<file path="src/rtl/uart_pkg.sv">
// Shared definitions for the UART link: the frame-sequencing state type,
// the frame constants and the parity helper used by both transmitter and receiver.
package uart_pkg;

    typedef enum logic [2:0] {
        ST_IDLE   = 3'd0,
        ST_START  = 3'd1,
        ST_DATA   = 3'd2,
        ST_PARITY = 3'd3,
        ST_STOP   = 3'd4
    } uart_rx_state_t;

    localparam int   UART_DATA_BITS   = 8;
    localparam logic UART_START_BIT   = 1'b0;
    localparam logic UART_STOP_BIT    = 1'b1;
    localparam logic UART_PARITY_EVEN = 1'b0;
    localparam logic UART_PARITY_ODD  = 1'b1;

    // Parity bit that makes (data bits XOR parity bit) equal the selected mode.
    function automatic logic uart_calc_parity(input logic [UART_DATA_BITS-1:0] data,
                                              input logic                      odd);
        return (^data) ^ odd;
    endfunction

endpackage

</file>
<file path="src/rtl/uart_sync2.sv">
// Two-flop synchroniser for a single asynchronous level; both flops reset to
// RESET_VAL so the synchronised output starts at the line's idle level.
module uart_sync2 #(
    parameter logic RESET_VAL = 1'b1
) (
    input  logic clk,
    input  logic rst,
    input  logic i_d,
    output logic o_q
);

    logic r_meta;
    logic r_sync;

    // Metastability chain.
    always_ff @(posedge clk or negedge rst) begin
        if (!rst) begin
            r_meta <= RESET_VAL;
            r_sync <= RESET_VAL;
        end else begin
            r_meta <= i_d;
            r_sync <= r_meta;
        end
    end

    assign o_q = r_sync;

endmodule

</file>
<file path="src/rtl/uart_receiver.sv">
// UART receiver: synchronises rx, times each bit from the start edge, checks
// start/parity/stop and strobes the recovered byte with an error flag.
module uart_receiver
    import uart_pkg::*;
#(
    parameter int CLKS_PER_BIT = 16,
    parameter int PARITY_EN    = 0,
    parameter int PARITY_ODD   = 0
) (
    input  logic                      clk,
    input  logic                      rst,
    input  logic                      rx,
    output logic [UART_DATA_BITS-1:0] data_out,
    output logic                      done_r,
    output logic                      error,
    output logic                      busy
);

    localparam int               CNT_W     = $clog2(CLKS_PER_BIT);
    localparam logic [CNT_W-1:0] HALF_LAST = CNT_W'(CLKS_PER_BIT / 2 - 1);
    localparam logic [CNT_W-1:0] FULL_LAST = CNT_W'(CLKS_PER_BIT - 1);
    localparam logic [CNT_W-1:0] CNT_ONE   = CNT_W'(1);
    localparam logic             PAR_ODD_L = (PARITY_ODD != 0);

    uart_rx_state_t            r_state;
    uart_rx_state_t            w_next_state;
    logic                      w_rx_s;
    logic                      w_fall;
    logic                      w_tick;
    logic                      r_rx_prev;
    logic [CNT_W-1:0]          r_cnt;
    logic [2:0]                r_bit_idx;
    logic [UART_DATA_BITS-1:0] r_shift;
    logic                      r_par_err;
    logic [UART_DATA_BITS-1:0] r_data_out;
    logic                      r_done;
    logic                      r_error;
    logic                      r_busy;

    uart_sync2 #(
        .RESET_VAL (1'b1)
    ) u_rx_sync (
        .clk (clk),
        .rst (rst),
        .i_d (rx),
        .o_q (w_rx_s)
    );

    // Requiring a 1->0 transition keeps a line stuck low from retriggering.
    assign w_fall = r_rx_prev & ~w_rx_s;

    // Next state and the mid-bit sample tick of the current state.
    always_comb begin
        w_next_state = r_state;
        w_tick       = 1'b0;
        case (r_state)
            ST_IDLE: begin
                if (w_fall) w_next_state = ST_START;
                else        w_next_state = ST_IDLE;
            end
            ST_START: begin
                w_tick = (r_cnt == HALF_LAST);
                if (w_tick) begin
                    if (w_rx_s == UART_START_BIT) w_next_state = ST_DATA;
                    else                          w_next_state = ST_IDLE;
                end else begin
                    w_next_state = ST_START;
                end
            end
            ST_DATA: begin
                w_tick = (r_cnt == FULL_LAST);
                if (w_tick && r_bit_idx == 3'(UART_DATA_BITS - 1)) begin
                    w_next_state = (PARITY_EN != 0) ? ST_PARITY : ST_STOP;
                end else begin
                    w_next_state = ST_DATA;
                end
            end
            ST_PARITY: begin
                w_tick = (r_cnt == FULL_LAST);
                if (w_tick) w_next_state = ST_STOP;
                else        w_next_state = ST_PARITY;
            end
            ST_STOP: begin
                w_tick = (r_cnt == FULL_LAST);
                if (w_tick) w_next_state = ST_IDLE;
                else        w_next_state = ST_STOP;
            end
            default: begin
                w_next_state = ST_IDLE;
                w_tick       = 1'b0;
            end
        endcase
    end

    // State register.
    always_ff @(posedge clk or negedge rst) begin
        if (!rst) r_state <= ST_IDLE;
        else      r_state <= w_next_state;
    end

    // Counters, shift register, parity/stop checks and registered outputs.
    always_ff @(posedge clk or negedge rst) begin
        if (!rst) begin
            r_rx_prev  <= 1'b1;
            r_cnt      <= '0;
            r_bit_idx  <= 3'd0;
            r_shift    <= '0;
            r_par_err  <= 1'b0;
            r_data_out <= '0;
            r_done     <= 1'b0;
            r_error    <= 1'b0;
            r_busy     <= 1'b0;
        end else begin
            r_rx_prev <= w_rx_s;
            r_busy    <= (w_next_state != ST_IDLE);
            r_done    <= 1'b0;
            r_error   <= 1'b0;

            if (r_state == ST_IDLE || w_tick) r_cnt <= '0;
            else                              r_cnt <= r_cnt + CNT_ONE;

            if (r_state != ST_DATA) begin
                r_bit_idx <= 3'd0;
            end else if (w_tick) begin
                r_shift[r_bit_idx] <= w_rx_s;
                r_bit_idx          <= r_bit_idx + 3'd1;
            end else begin
                r_bit_idx <= r_bit_idx;
            end

            if (r_state == ST_START) begin
                r_par_err <= 1'b0;
            end else if (r_state == ST_PARITY && w_tick) begin
                r_par_err <= (w_rx_s != uart_calc_parity(r_shift, PAR_ODD_L));
            end else begin
                r_par_err <= r_par_err;
            end

            // The byte is published even when the frame is flagged bad.
            if (r_state == ST_STOP && w_tick) begin
                r_data_out <= r_shift;
                r_done     <= 1'b1;
                r_error    <= r_par_err | (w_rx_s != UART_STOP_BIT);
            end else begin
                r_data_out <= r_data_out;
            end
        end
    end

    assign data_out = r_data_out;
    assign done_r   = r_done;
    assign error    = r_error;
    assign busy     = r_busy;

endmodule

</file>
<file path="config.mk">
export PLATFORM = sky130hd
export DESIGN_NAME = uart_receiver
export DESIGN_NICKNAME = d
export VERILOG_FILES = /design/src/rtl/uart_pkg.sv /design/src/rtl/uart_sync2.sv /design/src/rtl/uart_receiver.sv
export SDC_FILE = /design/constraint.sdc
export NUM_CORES = 1
export LEC_CHECK = 0
export CORE_UTILIZATION = 37
export DETAILED_ROUTE_END_ITERATION = 8
export DONT_BUFFER_PORTS = 1
export GPL_TIMING_DRIVEN = 0
export SLEW_MARGIN = 40
export SYNTH_ARGS = -nofsm -noshare
export SYNTH_HDL_FRONTEND = slang
export SYNTH_SLANG_ARGS = --single-unit
export TNS_END_PERCENT = 1
</file>
<file path="constraint.sdc">
create_clock -name clk -period 2 [get_ports clk]
set_clock_uncertainty 0.2 [all_clocks]
set_input_delay 0.3 -clock clk [delete_from_list [all_inputs] [get_ports clk]]
set_output_delay 0.3 -clock clk [all_outputs]
set_load 0.02 [all_outputs]
</file>
==> flow_metrics.env <==
export IMPL_drc=0
export IMPL_fin_hold_ws_ns=0.157
export IMPL_clock_sinks=33
export IMPL_clock_fmax_mhz=485
export IMPL_final_common_cell="dfrtp_1"
export IMPL_worst_slack_ns=-0.0633
export IMPL_startpoint_type="register"
export IMPL_ys_top_cells_by_area="dfrtp_1 48%, mux2_2 11%, dfstp_2 5.0%, xnor3_1 2.9%, ha_1 2.4%"
export IMPL_r2r_start="r_state[2]"
export IMPL_cts_tree="yes"
export IMPL_multi_input_area_sq_um=729
export IMPL_synth_area_leader_cell="dfrtp_1"
export IMPL_tightest_slew_ns=0.457
export IMPL_grt_pass1_wl_mm=4.97
export IMPL_drt_vias_per_instance=5.13
export IMPL_hold_viol=0
export IMPL_drive_gt1_frac=0.342
export IMPL_cp_startpoint="r_state[2]"
export IMPL_place_congestion=0.751
export IMPL_cts_max_path_buffers=2
export IMPL_fp_row_count=23
export IMPL_worstHoldPathType="register to register"
export IMPL_hold_depth=0
export IMPL_final_core_util=0.468
export IMPL_syn2layout_area_growth_pct=20.1
export IMPL_fin_nets=151
export IMPL_fillers=369
export IMPL_cp_end_kind="register"
export IMPL_first_iter_violations=25
export IMPL_dp_hpwl_mm=1.89
export IMPL_critPathCapture="r_shift[2]"
export IMPL_antenna_cells=0
export IMPL_avgRoutedWirePerCell_um=15.1
export IMPL_max_cap_viol_count=0
export IMPL_path_max_fanout=9
export IMPL_rr_endpoint="r_shift[2]"
export IMPL_fin_crit_sh=1.03
export IMPL_antenna_found_initial=0
export IMPL_synth_area_per_cell_sq_um=12.2
export IMPL_ys_ff_latch=33
export IMPL_grt_usage=0.152
export IMPL_root_buffer="clkbuf_8"
export IMPL_seq_area_frac_synth=0.529
export IMPL_grt_pass1_vias=1068
export IMPL_setup_viol=3
export IMPL_drt_wl_total_mm=2.95
export IMPL_die_h_um=67.1
export IMPL_dieArea_sq_um=4510
export IMPL_vias=1006
export IMPL_power_density_nw_per_um2=984
export IMPL_fin_area_sq_um=1880
export IMPL_htree_levels=2
export IMPL_dp_slack_ns=-0.125
export IMPL_layout_common_cells="29 x dfrtp_1, 15 x mux2_2, 9 x nor2_1, 7 x buf_4"
export IMPL_critical_path_arrival_ns=2.03
export IMPL_drtAntennaViolNets=0
export IMPL_post_synth_top_area_fraction=0.478
export IMPL_final_max_slew_viol_count=0
export IMPL_start_util=0.389
export IMPL_io_buffers=0
export IMPL_max_slew_margin_rel=0.693
export IMPL_max_vdd_ir_drop_uv=427
export IMPL_yosys_cell_types_count=36
export IMPL_die_w_um=67.1
export IMPL_syn_area_sq_um=1570
export IMPL_violations="negative setup slack"
export IMPL_clk_latency_ns=0.28
export IMPL_outcome="finished, violations left"
export IMPL_critical_path_class="register to register"
export IMPL_min_period_ns=2.06
export IMPL_grt_max_degree=34
export IMPL_clk_pin_slew_ns=0.07
export IMPL_placed_area_sq_um=1650
export IMPL_cp_required_ns=1.97
export IMPL_dr_pass1_iters=4
export IMPL_core_area_sq_um=4030
export IMPL_p_leak_nw=0.848
export IMPL_io_pins=14
export IMPL_cts_made_buffers=5
export IMPL_postSynthCellCount=129
export IMPL_synth_nets=135
export IMPL_rsz0062_at_grt="true"
export IMPL_worst_r2r_cell_count=5
export IMPL_yosysWarnings=0
export IMPL_regArea_sq_um=831
export IMPL_rrSetupSlack_ns=-0.06
export IMPL_globalRouteOverflowTotal=0
-- through the flow --
step,instances,setup TNS [ns],power [mW]
2_1_floorplan,129,0,1.07
3_3_place_gp,179,-0.664,1.13
3_5_place_dp,179,-0.822,1.14
4_1_cts,196,-0.185,1.87
5_1_grt,196,-0.431,1.96
6_report,196,-0.142,1.85
-- cell families (layout without fill, tap and decap cells) --
logic type | count (synthesis) | after routing | synth area share
adder cells (fa/ha/maj) | 3 | 3 | 0.0239
flip-flops | 33 | 33 | 0.529
multiplexers | 18 | 18 | 0.128
XOR/XNOR | 8 | 8 | 0.0622
buffers and inverters | 12 | 29 | 0.0375
AO/OA/AOI/OAI | 11 | 11 | 0.0550
AND/OR/NAND/NOR | 44 | 44 | 0.165
-- how the worst min path moves through the flow --
stage	slack (ns)	end	from
after global placement	-0.19	done_r	rst
after detailed placement	-0.19	data_out[3]	rst
after floorplan	-0.20	busy	rst
after global routing	0.16	u_rx_sync.o_q	u_rx_sync.r_meta
after CTS	0.16	u_rx_sync.o_q	u_rx_sync.r_meta
final	0.16	u_rx_sync.o_q	u_rx_sync.r_meta
-- timing repair --
action	in CTS	in global routing
setup endpoints to repair	10	10
gates resized for setup	6	2
buffers inserted	6	0
hold endpoints to repair	34	0
pin swaps	3	1
hold buffers	3	0
-- report_power, final --
group / switching [mW] / internal (mW) / leakage (nW)
logic: 0.232 / 0.173 / 0.354
registers: 0.0729 / 0.735 / 0.435
clock network: 0.235 / 0.406 / 0.0585
-- critical path, stage by stage, from the launching register on --
cell      delay, ns
dfrtp_2        0.41
nand2b_4       0.14
buf_6          0.13
or4_4          0.53
nor3b_2        0.24
mux2_4         0.31
-- registers in the layout, indices dropped and copies added, names as in the netlist --
name / cells
r_cnt: 4
data_out: 8
u_rx_sync.o_q: 1
u_rx_sync.r_meta: 1
busy: 1
done_r: 1
r_bit_idx: 3
error: 1
r_shift: 8
r_state: 3
r_rx_prev: 1
r_par_err: 1
-- cells in the mapped netlist --
master,n
nand3b_1,4
or4_4,1
mux2i_1,2
xnor2_1,4
buf_4,1
xnor3_1,2
buf_2,2
o21bai_1,1
o211ai_1,2
nand4b_1,1
dfstp_2,3
nand3_1,4
mux2_2,16
or4b_1,1
inv_1,5
o31ai_1,1
nor4_1,2
ha_1,3
or2_2,1
nor3b_2,2
o21ai_0,2
clkbuf_1,3
a21oi_1,3
or4bb_1,1
or4_1,1
nand2_1,7
nor2_1,9
xor2_1,2
nand2b_1,2
nor3b_1,1
dfrtp_1,30
and3_1,1
a31oi_4,1
buf_6,1
nor3_1,6
a41o_1,1
-- final cells by class --
cell class,instances,area share
Sequential cell,33,0.441
Multi-Input combinational cell,84,0.387
Clock buffer,7,0.0458
Timing Repair Buffer,9,0.0452
Tap cell,50,0.0332
Buffer,7,0.0219
Clock inverter,1,0.0159
Inverter,5,0.00996
-- layer usage --
| layer | GRT usage | part of all wire | up-vias |
|---|---|---|---|
| met4 | 0.0612 | 0.011 | 0 |
| met1 | 0.186 | 0.44 | 502 |
| met3 | 0.0479 | 0.036 | 5 |
| li1 | - | - | 483 |
| met2 | 0.245 | 0.52 | 16 |
| met5 | 0 | 0 | - |
(Power assumes the default switching activity.)
==> patch: new RTL, same settings <==
Make the reset (`rst`) synchronous in 3 clocked blocks. Comments in the files are not updated.
--- a/src/rtl/uart_sync2.sv
+++ b/src/rtl/uart_sync2.sv
@@ -14,5 +14,5 @@
 
     // Metastability chain.
-    always_ff @(posedge clk or negedge rst) begin
+    always_ff @(posedge clk) begin
         if (!rst) begin
             r_meta <= RESET_VAL;
--- a/src/rtl/uart_receiver.sv
+++ b/src/rtl/uart_receiver.sv
@@ -94,5 +94,5 @@
 
     // State register.
-    always_ff @(posedge clk or negedge rst) begin
+    always_ff @(posedge clk) begin
         if (!rst) r_state <= ST_IDLE;
         else      r_state <= w_next_state;
@@ -100,5 +100,5 @@
 
     // Counters, shift register, parity/stop checks and registered outputs.
-    always_ff @(posedge clk or negedge rst) begin
+    always_ff @(posedge clk) begin
         if (!rst) begin
             r_rx_prev  <= 1'b1;
Formal check against the unedited RTL: differs if rst is asserted again (counterexample within 4 cycles, from zero or initial values and one cycle with rst low); with rst held inactive, the same outputs for 10 cycles.
==> patch against the unedited design <==
  * Wire length fell by 7.5%
  * Area after synthesis decreased by 5.5%
  * Count of clock-buffer cells in the layout decreased by 1
  * Critical path depth increased by 1
  * Worst hold slack got worse by 0.12 ns
  * Die area decreased by 5.3%
  * Design area shrank 12%
  * Sequential cell count did not move
  * Worst setup slack improved by 0.14 ns
Power is not compared: it rests on default switching activity, and its combinational part moved more than twofold at a synthesized area within 25%.
==> patch: results <==
group,metric,value,unit
placed_design,gp_congestion,0.735,
yosys,syn_inst,151,
placed_design,dpl_cell_area,0.00154,sq mm
cells_and_area,area_growth,11.3,%
yosys,synth_xor_area_share,7.43,%
status,outcome,"finished clean",
route,drt_iter0_drc,15,
global_route,grt_max_degree,11,
global_route,use_met2,22.4,%
cells_and_area,fill_cells,377,
yosys,async_reset_ff_share,0,%
yosys,synthTopCellsByArea,"dfxtp_1 (45%), mux2i_1 (12%), nor2_1 (6.6%), xnor2_1 (4.1%), nor4b_1 (3.5%)",
sta,worst_slack,0.0724,ns
cells_and_area,layout-drive-gt1-share,11.3,%
global_route,grt.met3_usage,4.86,%
critical_path,slowest_delay,0.42,ns
yosys,yosysTopAreaCell,"dfxtp_1",
route,met1Wirelength,1290,um
yosys,yosys-top-cells-count,"dfxtp_1 (33), nor2_1 (26), mux2i_1 (18)",
yosys,synthesis.nets,157,
sta,whs,0.0351,ns
global_route,grt_pass1_vias,1026,
clock_network,cts_hold_buf,2,
cells_and_area,final_cells,208,
global_route,grt_pass1_wl,4600,um
-- patch: cell types whose count changed in the layout (fill, tap and decap cells not counted), moves of 5 or more --
cell,delta
nor2_1,+17
mux2_2,-15
dfrtp_1,-29
mux2i_1,+16
nand2b_1,+5
buf_4,-7
dfxtp_1,+33
nor4b_1,+5
-- patch: cell type report --
type	instances	area share, %
Buffer	9	2.43
Sequential cell	33	40.0
Clock buffer	6	4.40
Inverter	3	0.682
Clock inverter	2	0.607
Tap cell	48	3.64
Multi-Input combinational cell	105	47.0
Timing Repair Buffer	2	1.21
-- patch: path summary, 6_finish.rpt --
check / from / end / depth (start not counted)
worst min register to register: u_rx_sync.r_meta / u_rx_sync.o_q / 1
worst min-delay path: rst / r_state[0] / 2
worst max register to register: r_state[0] / data_out[2] / 6
worst max-delay path: r_state[0] / data_out[2] / 6
-- patch: worst max-delay path: cells and delay by family (launching register included) --
family / cells / cell delay (ns)
buf+inv: 2 / 0.42
flops: 1 / 0.32
mux: 1 / 0.19
simple gates: 3 / 0.68
